==> src/rtl/sobel_ahb_slave.sv <==
// AHB-Lite slave that hands a pixel window to a Sobel engine and queues its results.
// Optional macro SOBEL_AHB_ERR_EN: illegal-direction accesses get a two-cycle ERROR response.
module sobel_ahb_slave #(
  parameter int PIX_W     = 4,
  parameter int WIN       = 4,
  parameter int RES_DEPTH = 4,
  localparam int DATA_W   = WIN*WIN*PIX_W + 4,
  localparam int PIX_BITS = WIN*WIN*PIX_W
) (
  input  logic                HCLK,
  input  logic                HRESETn,
  input  logic                HSEL,
  input  logic                HREADY,
  input  logic                HWRITE,
  input  logic [31:0]         HADDR,
  input  logic [1:0]          HTRANS,
  input  logic [2:0]          HSIZE,
  input  logic [DATA_W-1:0]   HWDATA,
  output logic [DATA_W-1:0]   HRDATA,
  output logic                HREADYOUT,
  output logic                HRESP,
  output logic [PIX_BITS-1:0] pixels,
  output logic [3:0]          brightness_value,
  output logic                load_enable,
  input  logic                buf_ready,
  input  logic                res_valid,
  input  logic [PIX_W-1:0]    res_data,
  output logic                res_ready
);

  localparam int AW = $clog2(RES_DEPTH);
  localparam logic [1:0] A_WIN = 2'd0, A_RES = 2'd1, A_STAT = 2'd2, A_CTRL = 2'd3;

  typedef enum logic [2:0] {IDLE, WR_WAIT, RD_WAIT, ERR1, ERR2} state_t;

  state_t           state;
  logic             vld_p1, wr_p1;
  logic [1:0]       addr_p1;
  logic [PIX_W-1:0] mem [RES_DEPTH];
  logic [AW-1:0]    wptr, rptr;
  logic [AW:0]      count;
  logic             full, empty, push, pop, load, active_a, err_a;
  logic             unused_bits;

  assign unused_bits = ^{HSIZE, HADDR[31:4], HADDR[1:0], HTRANS[0]};

  assign full      = (count == (AW+1)'(RES_DEPTH));
  assign empty     = (count == '0);
  assign res_ready = !full;
  assign push      = res_valid && !full;
  assign active_a  = HSEL && HTRANS[1];

`ifdef SOBEL_AHB_ERR_EN
  function automatic logic illegal(input logic wr, input logic [1:0] a);
    return wr ? (a == A_RES || a == A_STAT) : (a == A_WIN);
  endfunction
  // Illegal accesses are caught in the address phase so ERR1 covers the first data-phase cycle.
  assign err_a = HREADY && active_a && illegal(HWRITE, HADDR[3:2]);
`else
  assign err_a = 1'b0;
`endif

  // Data phase: response depends on live buf_ready / FIFO level, so it is combinational.
  always_comb begin
    HREADYOUT = 1'b1;
    HRESP     = 1'b0;
    HRDATA    = '0;
    load      = 1'b0;
    pop       = 1'b0;
    case (state)
      IDLE: begin
        if (vld_p1 && wr_p1 && addr_p1 == A_WIN) begin
          HREADYOUT = buf_ready;
          load      = buf_ready;
        end else if (vld_p1 && !wr_p1) begin
          case (addr_p1)
            A_RES: begin
              HREADYOUT = !empty;
              pop       = !empty;
              if (!empty) HRDATA = DATA_W'(mem[rptr]);
            end
            A_STAT:  HRDATA = DATA_W'({count, full, empty});
            A_CTRL:  HRDATA = DATA_W'(brightness_value);
            default: HRDATA = '0;
          endcase
        end
      end
      WR_WAIT: begin
        HREADYOUT = buf_ready;
        load      = buf_ready;
      end
      RD_WAIT: begin
        HREADYOUT = !empty;
        pop       = !empty;
        if (!empty) HRDATA = DATA_W'(mem[rptr]);
      end
      ERR1: begin
        HREADYOUT = 1'b0;
        HRESP     = 1'b1;
      end
      ERR2:    HRESP = 1'b1;
      default: HREADYOUT = 1'b1;
    endcase
  end

  // Address phase capture, FSM, output registers and FIFO pointers.
  always_ff @(posedge HCLK or negedge HRESETn) begin
    if (!HRESETn) begin
      state            <= IDLE;
      vld_p1           <= 1'b0;
      wr_p1            <= 1'b0;
      addr_p1          <= '0;
      wptr             <= '0;
      rptr             <= '0;
      count            <= '0;
      pixels           <= '0;
      brightness_value <= 4'b0010;
      load_enable      <= 1'b0;
    end else begin
      load_enable <= load;
      if (HREADY) begin
        vld_p1  <= active_a && !err_a;
        wr_p1   <= HWRITE;
        addr_p1 <= HADDR[3:2];
      end
      case (state)
        IDLE: begin
          if (vld_p1 && wr_p1 && addr_p1 == A_WIN && !buf_ready) state <= WR_WAIT;
          else if (vld_p1 && !wr_p1 && addr_p1 == A_RES && empty) state <= RD_WAIT;
          else if (err_a) state <= ERR1;
        end
        WR_WAIT: if (buf_ready) state <= err_a ? ERR1 : IDLE;
        RD_WAIT: if (!empty) state <= err_a ? ERR1 : IDLE;
        ERR1:    state <= ERR2;
        ERR2:    state <= err_a ? ERR1 : IDLE;
        default: state <= IDLE;
      endcase
      if (load) begin
        pixels           <= HWDATA[DATA_W-1:4];
        brightness_value <= HWDATA[3:0];
      end else if (state == IDLE && vld_p1 && wr_p1 && addr_p1 == A_CTRL) begin
        brightness_value <= HWDATA[3:0];
      end
      if (push) wptr <= wptr + 1'b1;
      if (pop)  rptr <= rptr + 1'b1;
      count <= count + (AW+1)'(push) - (AW+1)'(pop);
    end
  end

  always_ff @(posedge HCLK) begin
    if (push) mem[wptr] <= res_data;
  end

endmodule
==> config.mk <==
export PLATFORM = sky130hd
export DESIGN_NAME = sobel_ahb_slave
export DESIGN_NICKNAME = d
export VERILOG_FILES = /design/src/rtl/sobel_ahb_slave.sv
export SDC_FILE = /design/constraint.sdc
export NUM_CORES = 1
export LEC_CHECK = 0
export CORE_ASPECT_RATIO = 0.6
export CORE_MARGIN = 2
export CORE_UTILIZATION = 43
export CTS_CLUSTER_DIAMETER = 120
export DETAILED_ROUTE_END_ITERATION = 6
export PLACE_DENSITY_LB_ADDON = 0.3
export SKIP_LAST_GASP = 1
export SLEW_MARGIN = 10
export SYNTH_ARGS = -nofsm -noshare
export SYNTH_HDL_FRONTEND = slang
export SYNTH_SLANG_ARGS = --single-unit
==> constraint.sdc <==
create_clock -name HCLK -period 5.78 [get_ports HCLK]
set_input_delay 0.867 -clock HCLK [delete_from_list [all_inputs] [get_ports HCLK]]
set_output_delay 0.867 -clock HCLK [all_outputs]
set_load 0.005 [all_outputs]
# Word level (Yosys, flattened, before mapping)
# Memories as Yosys holds them, arrays and structs flattened.
# Index checks and enable logic that the tools add are counted.
# word_totals
word_cells	72
n_memories	1
in_bits	116
output_inout_bits	140
register_bits	83
ramBits	16
# mem_list
memory	words	width	read_ports	rd_clocked_by_memory_dff	write_ports	line	rtl
mem	4	4	1	0	1	39	logic [PIX_W-1:0] mem [RES_DEPTH];
# op_classes
n_mux	25
eq_ne	11
add_sub_neg	4
reduce_logical	21
# op_table
operator	n
$pmux 68 s3	1
$mux 68	2
$pmux 68 s2	1
$mux 3	4
$mux 4	3
$pmux 3 s4	1
$logic_and 1x1->1	11
$mux 1	10
$eq 3x2->1 const B	2
$eq 3x3->1 const B	2
$logic_not 3->1	2
$add 2x1->2 const B	2
$eq 2x2->1 const B	2
$logic_not 1->1	4
$ne 2x2->1 const B	2
$pmux 1 s2	2
$pmux 1 s4	1
$add 3x1->3	1
$eq 3x1->1 const B	1
$ne 3x3->1 const B	1
$reduce_and 3->1	1
$sub 3x1->3	1
$eq 2x1->1 const B	1
$logic_not 2->1	1
2 further kinds	2

# Longest topological paths before layout
# Gate-level depths: netlist of the first run.
# logic_depth
depth_word	7
ltp_mapped	11
depth_no_buf	10

# Worst setup path before layout of the first run
# Ideal clock, no wire load.
# synth_timing
kind	input port to flip-flop
from	input port res_valid
to	register count[2]
setup_time_ns	0.127
stages	9
path_buffers	0
arrival_ns	2.351
required_ns	5.653
path_slack_ns	3.302
path_cell_list	nor2b_1 inv_1 ha_1 inv_1 ha_1 inv_1 fa_1 xnor2_1 xnor2_1
# synth_between
elab_chain_len	3
# synth_lines
item	line	rtl
start, declared	26	input logic res_valid,
$logic_and 1x1->1	50	assign push = res_valid && !full;
$add 3x1->3	146	count <= count + (AW+1)'(push) - (AW+1)'(pop);
$sub 3x1->3	146	
end signal, assigned	146	
end, declared	41	logic [AW:0] count;
# Every way passes these cells.
# A chain may end at the register's enable or synchronous reset.

# Worst setup path in the final report of the first run
# layout_timing
from	input port buf_ready
to	output port HREADYOUT
# layout_between
elab_chain_len	2
# layout_lines
item	line	rtl
start, declared	25	input logic buf_ready,
$mux 1	72	if (vld_p1 && wr_p1 && addr_p1 == A_WIN) begin
$pmux 1 s4 *	70	case (state)
end, declared	20	output logic HREADYOUT,
# Every way passes the cells marked *; elsewhere a longest branch is shown, timed or not.

==> results of run 1 <==
## state kept, by name (all words and copies together), names as in the netlist
register and cells:
wr_p1 1, count 3, vld_p1 1, rptr 2, pixels 64, mem 16, addr_p1 2, load_enable 1
wptr 2, state 3, brightness_value 4
## power by group
| group | internal [mW] | switching, mW | leakage, nW |
|---|---|---|---|
| Clock | 0.341 | 0.260 | 0.144 |
| Sequential | 0.985 | 0.184 | 1.17 |
| Combinational | 0.756 | 0.301 | 1.70 |
| Total | 2.08 | 0.745 | 3.02 |
## kinds of logic after synthesis
family | Yosys count | share of synthesized area
other | 1 | 0.000776
flip-flops | 99 | 0.530
AO/OA/AOI/OAI | 24 | 0.0376
XOR/XNOR | 5 | 0.00907
AND/OR/NAND/NOR | 37 | 0.0508
multiplexers | 75 | 0.222
buffers and inverters | 91 | 0.131
adder cells (fa/ha/maj) | 7 | 0.0197
## layout make-up
type	count	area, sq um	area share
clock inverters	6	70.1	0.0107
flip-flops and latches	99	2560	0.390
repair buffers	159	1590	0.242
multi-input cells	211	1880	0.287
inverters	16	60.1	0.00916
clock buffers	10	229	0.0349
well taps	139	174	0.0265
## layout by cell type (no fill, tap or decap), types with 3 or more instances in the layout
master and count:
clkdlybuf4s50_1 157, dfrtp_1 82, conb_1 63, mux2_4 49, mux2_2 19, inv_1 16
edfxtp_1 16, nand2_1 9, clkbuf_16 9, and2_1 6, ha_1 6, o211ai_1 5
xnor2_1 5, o2111ai_1 5, nor2_1 4, mux4_2 4, o22ai_1 4, mux2i_1 3
nor3b_1 3, inv_6 3
## worst max path at each step
stage	end	slack [ns]
floorplan	count[2]	3.30
global route	HREADYOUT	2.20
global placement	HREADYOUT	2.36
finish	HREADYOUT	2.31
CTS	HREADYOUT	2.28
detailed placement	HREADYOUT	2.30
## routing by layer
layer | vias to the layer above | track usage | routed length, um
li1 | 1360 | - | -
met1 | 1453 | 0.236 | 4750
met2 | 130 | 0.239 | 4380
met3 | 7 | 0.0692 | 857
met4 | 0 | 0.0364 | 69
met5 | - | 0 | 0
## metrics by stage
stage	power [mW]	hold WS, ns	util
after global placement	2.22	0.487	0.583
after detailed placement	2.24	0.492	0.583
after CTS	2.87	0.509	0.611
after floorplan	1.65	0.489	-
after global routing	3.00	0.518	0.611
final	2.83	0.504	0.611
==> out/metrics.yaml, run 1 <==
worst_hold_path:
  hold_path_class: "register to register"
  min-delay-start: "pixels[51]"
  min_to: "pixels[51]"
  hold_depth: 1
detailed_routing:
  drc: 0
  firstDrtPassIters: 4
  post_drt_wl_per_cell_um: 15.7
  wl_um: 10100
  drt_iter0_drc: 121
  vias: 2950
  antenna_left: 0
  vias_per_cell: 4.61
timing:
  post-route-worst-setup-slack_ns: 2.31
  setup_tns_ns: 0
  clock_skew_ns: 0.00744
  finalCritPeriodShare: 0.600
  maxSlewViolCount: 0
  tightest_slew_ns: 1.11
  finalHoldViolations: 0
  rsz0062_at_grt: "false"
  setup_violations: 0
  maxClockFrequency_mhz: 288
  relSlewSlack: 0.258
  period_minus_slack_ns: 3.47
logic_synthesis:
  avgSynthCellArea_sq_um: 14.2
  synth_edf_count: 16
  synth-async-reset-ratio: 0.838
  synthFlopType: "dfrtp_1"
  ys_warn_count: 0
  synth_area_leaders: "dfrtp_1 (42%), mux2_4 (15%), buf_4 (9.9%)"
  synth.distinct_cells: 43
  synth_area_sq_mm: 0.00483
  synth.top_cell.area_share: 0.425
  syn-instance-count: 339
  synth-seq-cells: 99
  synth_top_area_cell: "dfrtp_1"
  yosysMostFrequentCell: "dfrtp_1"
  synth_common_cells: "dfrtp_1 (82), buf_4 (64), mux2_4 (49), mux2_2 (19)"
  ys_seq_area_frac: 0.530
global_route:
  antenna_found_initial: 0
  grt_max_degree: 84
  grt_overflow: 0
  grt_pass1_wl_um: 15600
  grt_pass1_vias: 3045
  track_usage: 0.166
clock_network:
  ctsResizeCount: 0
  clkSinkCount: 99
  cts_tree: "yes"
  clkLatencyLatePin_ns: 0.34
  cts_buffers: 9
  root_buffer: "clkbuf_16"
  cts_hold_buf: 0
  htreeDepth: 3
  postCtsSetupRepairBufs: 0
  cts_buffer_depth: 2
  clk_pin_slew_ns: 0.07
outcome:
  run_status: "finished clean"
worst_setup_path:
  r2r_start: "addr_p1[0]"
  crit_top_cell: "clkdlybuf4s50_1"
  worstPathCellList: "clkdlybuf4s50_1 -> inv_1 -> a211oi_1 -> o32a_1 -> clkdlybuf4s50_1"
  start_kind: "primary input"
  critPathTopFamily: "buffers and inverters"
  path_buf_inv: 3
  cp_max_fo: 6
  crit_required_ns: 4.91
  cp.arrival_ns: 2.60
  critical_path_class: "primary input to output pin"
  crit_slowest_cell: "clkdlybuf4s50_1"
  slowest_delay_ns: 0.62
  crit_start: "buf_ready"
  crit_path_end_kind: "output pin"
  worstSetupPathDepth: 5
  worstRegToRegCells: 10
  r2r-end: "count[2]"
  reg2reg_slack_ns: 3.09
place:
  dp_cells: 624
  dp_hpwl_um: 7270
  dpl_worst_slack_ns: 2.30
  portBuffers: 158
  placed_area_sq_mm: 0.00626
  routabilityCongestion: 0.750
job:
  max_cap_violations: 0
floorplan:
  die_area_sq_mm: 0.0121
  start_util: 0.450
  core-area_sq_mm: 0.0107
  die_y_um: 86.1
  rows: 29
  die_x_um: 141
  io_pins: 256
pwr:
  ir_worst_vdd_mv: 0.240
  power.density_mw_per_mm2: 431
  leakagePower_nw: 3.02
final_layout:
  stdcell_area_sq_mm: 0.00656
  fin_cells: 640
  final_nets: 619
  drive_gt1_frac: 0.188
  fillers: 850
  diodes: 0
  syn2layout_area_growth_pct: 35.8
Note: power is estimated with default switching activity, not from simulation.
==> inputs of run 2 (changes only) <==
- CORE_UTILIZATION: 43 -> 40
- clock period: 5.78 -> 3.3 ns (I/O delays scaled with it)
==> out/metrics.yaml, run 2 (synthesis gave the netlist of run 1 again) <==
pwr:
  finalPower_mw: 4.99
  power.density_mw_per_mm2: 750
  leakagePower_nw: 3.05
  ir_worst_vdd_mv: 0.402
clock_network:
  clkLatencyLatePin_ns: 0.33
  clkSinkCount: 99
  postCtsSetupRepairBufs: 0
  cts_hold_buf: 0
  cts_buffers: 9
  root_buffer: "clkbuf_16"
  cts_tree: "yes"
  ctsResizeCount: 0
  clk_pin_slew_ns: 0.07
  htreeDepth: 3
  cts_buffer_depth: 2
timing:
  finalCritPeriodShare: 0.883
  maxClockFrequency_mhz: 343
  rsz0062_at_grt: "false"
  tightest_slew_ns: 1.04
  period_minus_slack_ns: 2.91
  setup_tns_ns: 0
  setup_violations: 0
  post-route-worst-setup-slack_ns: 0.386
  relSlewSlack: 0.307
  clock_skew_ns: 0.00711
  hold_ws_ns: 0.336
  maxSlewViolCount: 0
  finalHoldViolations: 0
place:
  portBuffers: 158
  dp_hpwl_um: 7390
  placed_area_sq_mm: 0.00634
  routabilityCongestion: 0.782
  dp_cells: 655
  dpl_worst_slack_ns: 0.551
floorplan:
  die_y_um: 89.1
  io_pins: 256
  rows: 31
  die_area_sq_mm: 0.0130
  start_util: 0.406
  core-area_sq_mm: 0.0119
  die_x_um: 146
final_layout:
  reg.largest.list: "pixels: 64 flops, mem: 16 flops, brightness_value: 4 flops"
  syn2layout_area_growth_pct: 37.7
  drive_gt1_frac: 0.198
  final_nets: 624
  largest_reg_flops: 64
  final_cell_mix: "clkdlybuf4s50_1 (157), dfrtp_1 (82), conb_1 (63), mux2_4 (49), mux2_2 (19)"
  diodes: 0
  stdcell_area_sq_mm: 0.00665
  fin_cells: 671
  layout_commonest_cell: "clkdlybuf4s50_1"
  fillers: 988
  postLayoutCoreUtil: 0.558
  top_register: "pixels"
detailed_routing:
  vias: 2974
  antenna_left: 0
  firstDrtPassIters: 4
  vias_per_cell: 4.43
  post_drt_wl_per_cell_um: 14.8
  drt_iter0_drc: 118
  drc: 0
  wl_um: 9920
global_route:
  track_usage: 0.151
  antenna_found_initial: 0
  grt_pass1_wl_um: 15300
  grt_pass1_vias: 2893
  grt_max_degree: 84
  grt_overflow: 0
worst_setup_path:
  cp_max_fo: 11
  start_kind: "register"
  crit_path_end_kind: "output pin"
  worstPathCellList: "nor4b_4 -> nand3b_1 -> nor3b_1 -> clkdlybuf4s50_1"
  path_buf_inv: 1
  cp.arrival_ns: 2.42
  slowest_delay_ns: 0.53
  crit_required_ns: 2.80
  critPathTopFamily: "simple AND/OR/NAND/NOR gates"
  crit_slowest_cell: "clkdlybuf4s50_1"
  critical_path_class: "register to output pin"
worst_hold_path:
  hold_path_class: "primary input to asynchronous set/reset pin"
outcome:
  run_status: "finished clean"
job:
  max_cap_violations: 0
## run 2: cell count changes in the layout (fill, tap and decap cells not counted)
cell	previous run	this run
buf_4	2	6
clkinv_2	0	1
clkbuf_1	1	0
clkinvlp_4	1	0
inv_4	1	0
buf_12	0	1
inv_8	0	1
clkinv_4	0	2
inv_6	3	2
## run 2: cell type report
| cell class | count | area [sq um] | share of cell area |
|---|---|---|---|
| Timing Repair Buffer | 164 | 1640 | 0.246 |
| Sequential cell | 99 | 2560 | 0.385 |
| Tap cell | 165 | 206 | 0.0311 |
| Inverter | 16 | 60.1 | 0.00903 |
| Multi-Input combinational cell | 211 | 1880 | 0.283 |
| Clock inverter | 7 | 81.3 | 0.0122 |
| Clock buffer | 9 | 225 | 0.0339 |
## run 2: worst paths after layout
kind                            startpoint    endpoint  slack, ns  cells after the start
worst min register to register   pixels[1]   pixels[1]       0.50                      1
max in group asynchronous          HRESETn  pixels[47]       2.29                      1
worst min-delay path               HRESETn  pixels[16]       0.34                      1
worst max-delay path              state[0]   HRDATA[4]       0.39                      4
worst max register to register    count[1]    count[2]       0.78                     11
min in group HCLK                pixels[1]   pixels[1]       0.50                      1
## run 2: worst reg2reg max path, stage by stage (launching register included)
cell and delay [ns]:
dfrtp_1 0.47, or3_1 0.46, o211ai_1 0.11, buf_4 0.17, inv_1 0.05, ha_1 0.26
inv_1 0.06, ha_1 0.14, inv_1 0.05, fa_1 0.37, xnor2_1 0.15, xnor2_1 0.13
## run 2: routing by layer
| metal | share of wire | routed length (um) | GRT usage |
|---|---|---|---|
| met4 | 0.0074 | 73 | 0.0374 |
| met5 | 0 | 0 | 0 |
| met2 | 0.44 | 4350 | 0.219 |
| met1 | 0.48 | 4730 | 0.216 |
| met3 | 0.077 | 764 | 0.0556 |
## run 2: power by group
group	total, mW	internal, mW	switching, mW
combinational	1.86	1.33	0.530
clock	1.07	0.600	0.466
sequential	2.06	1.73	0.329
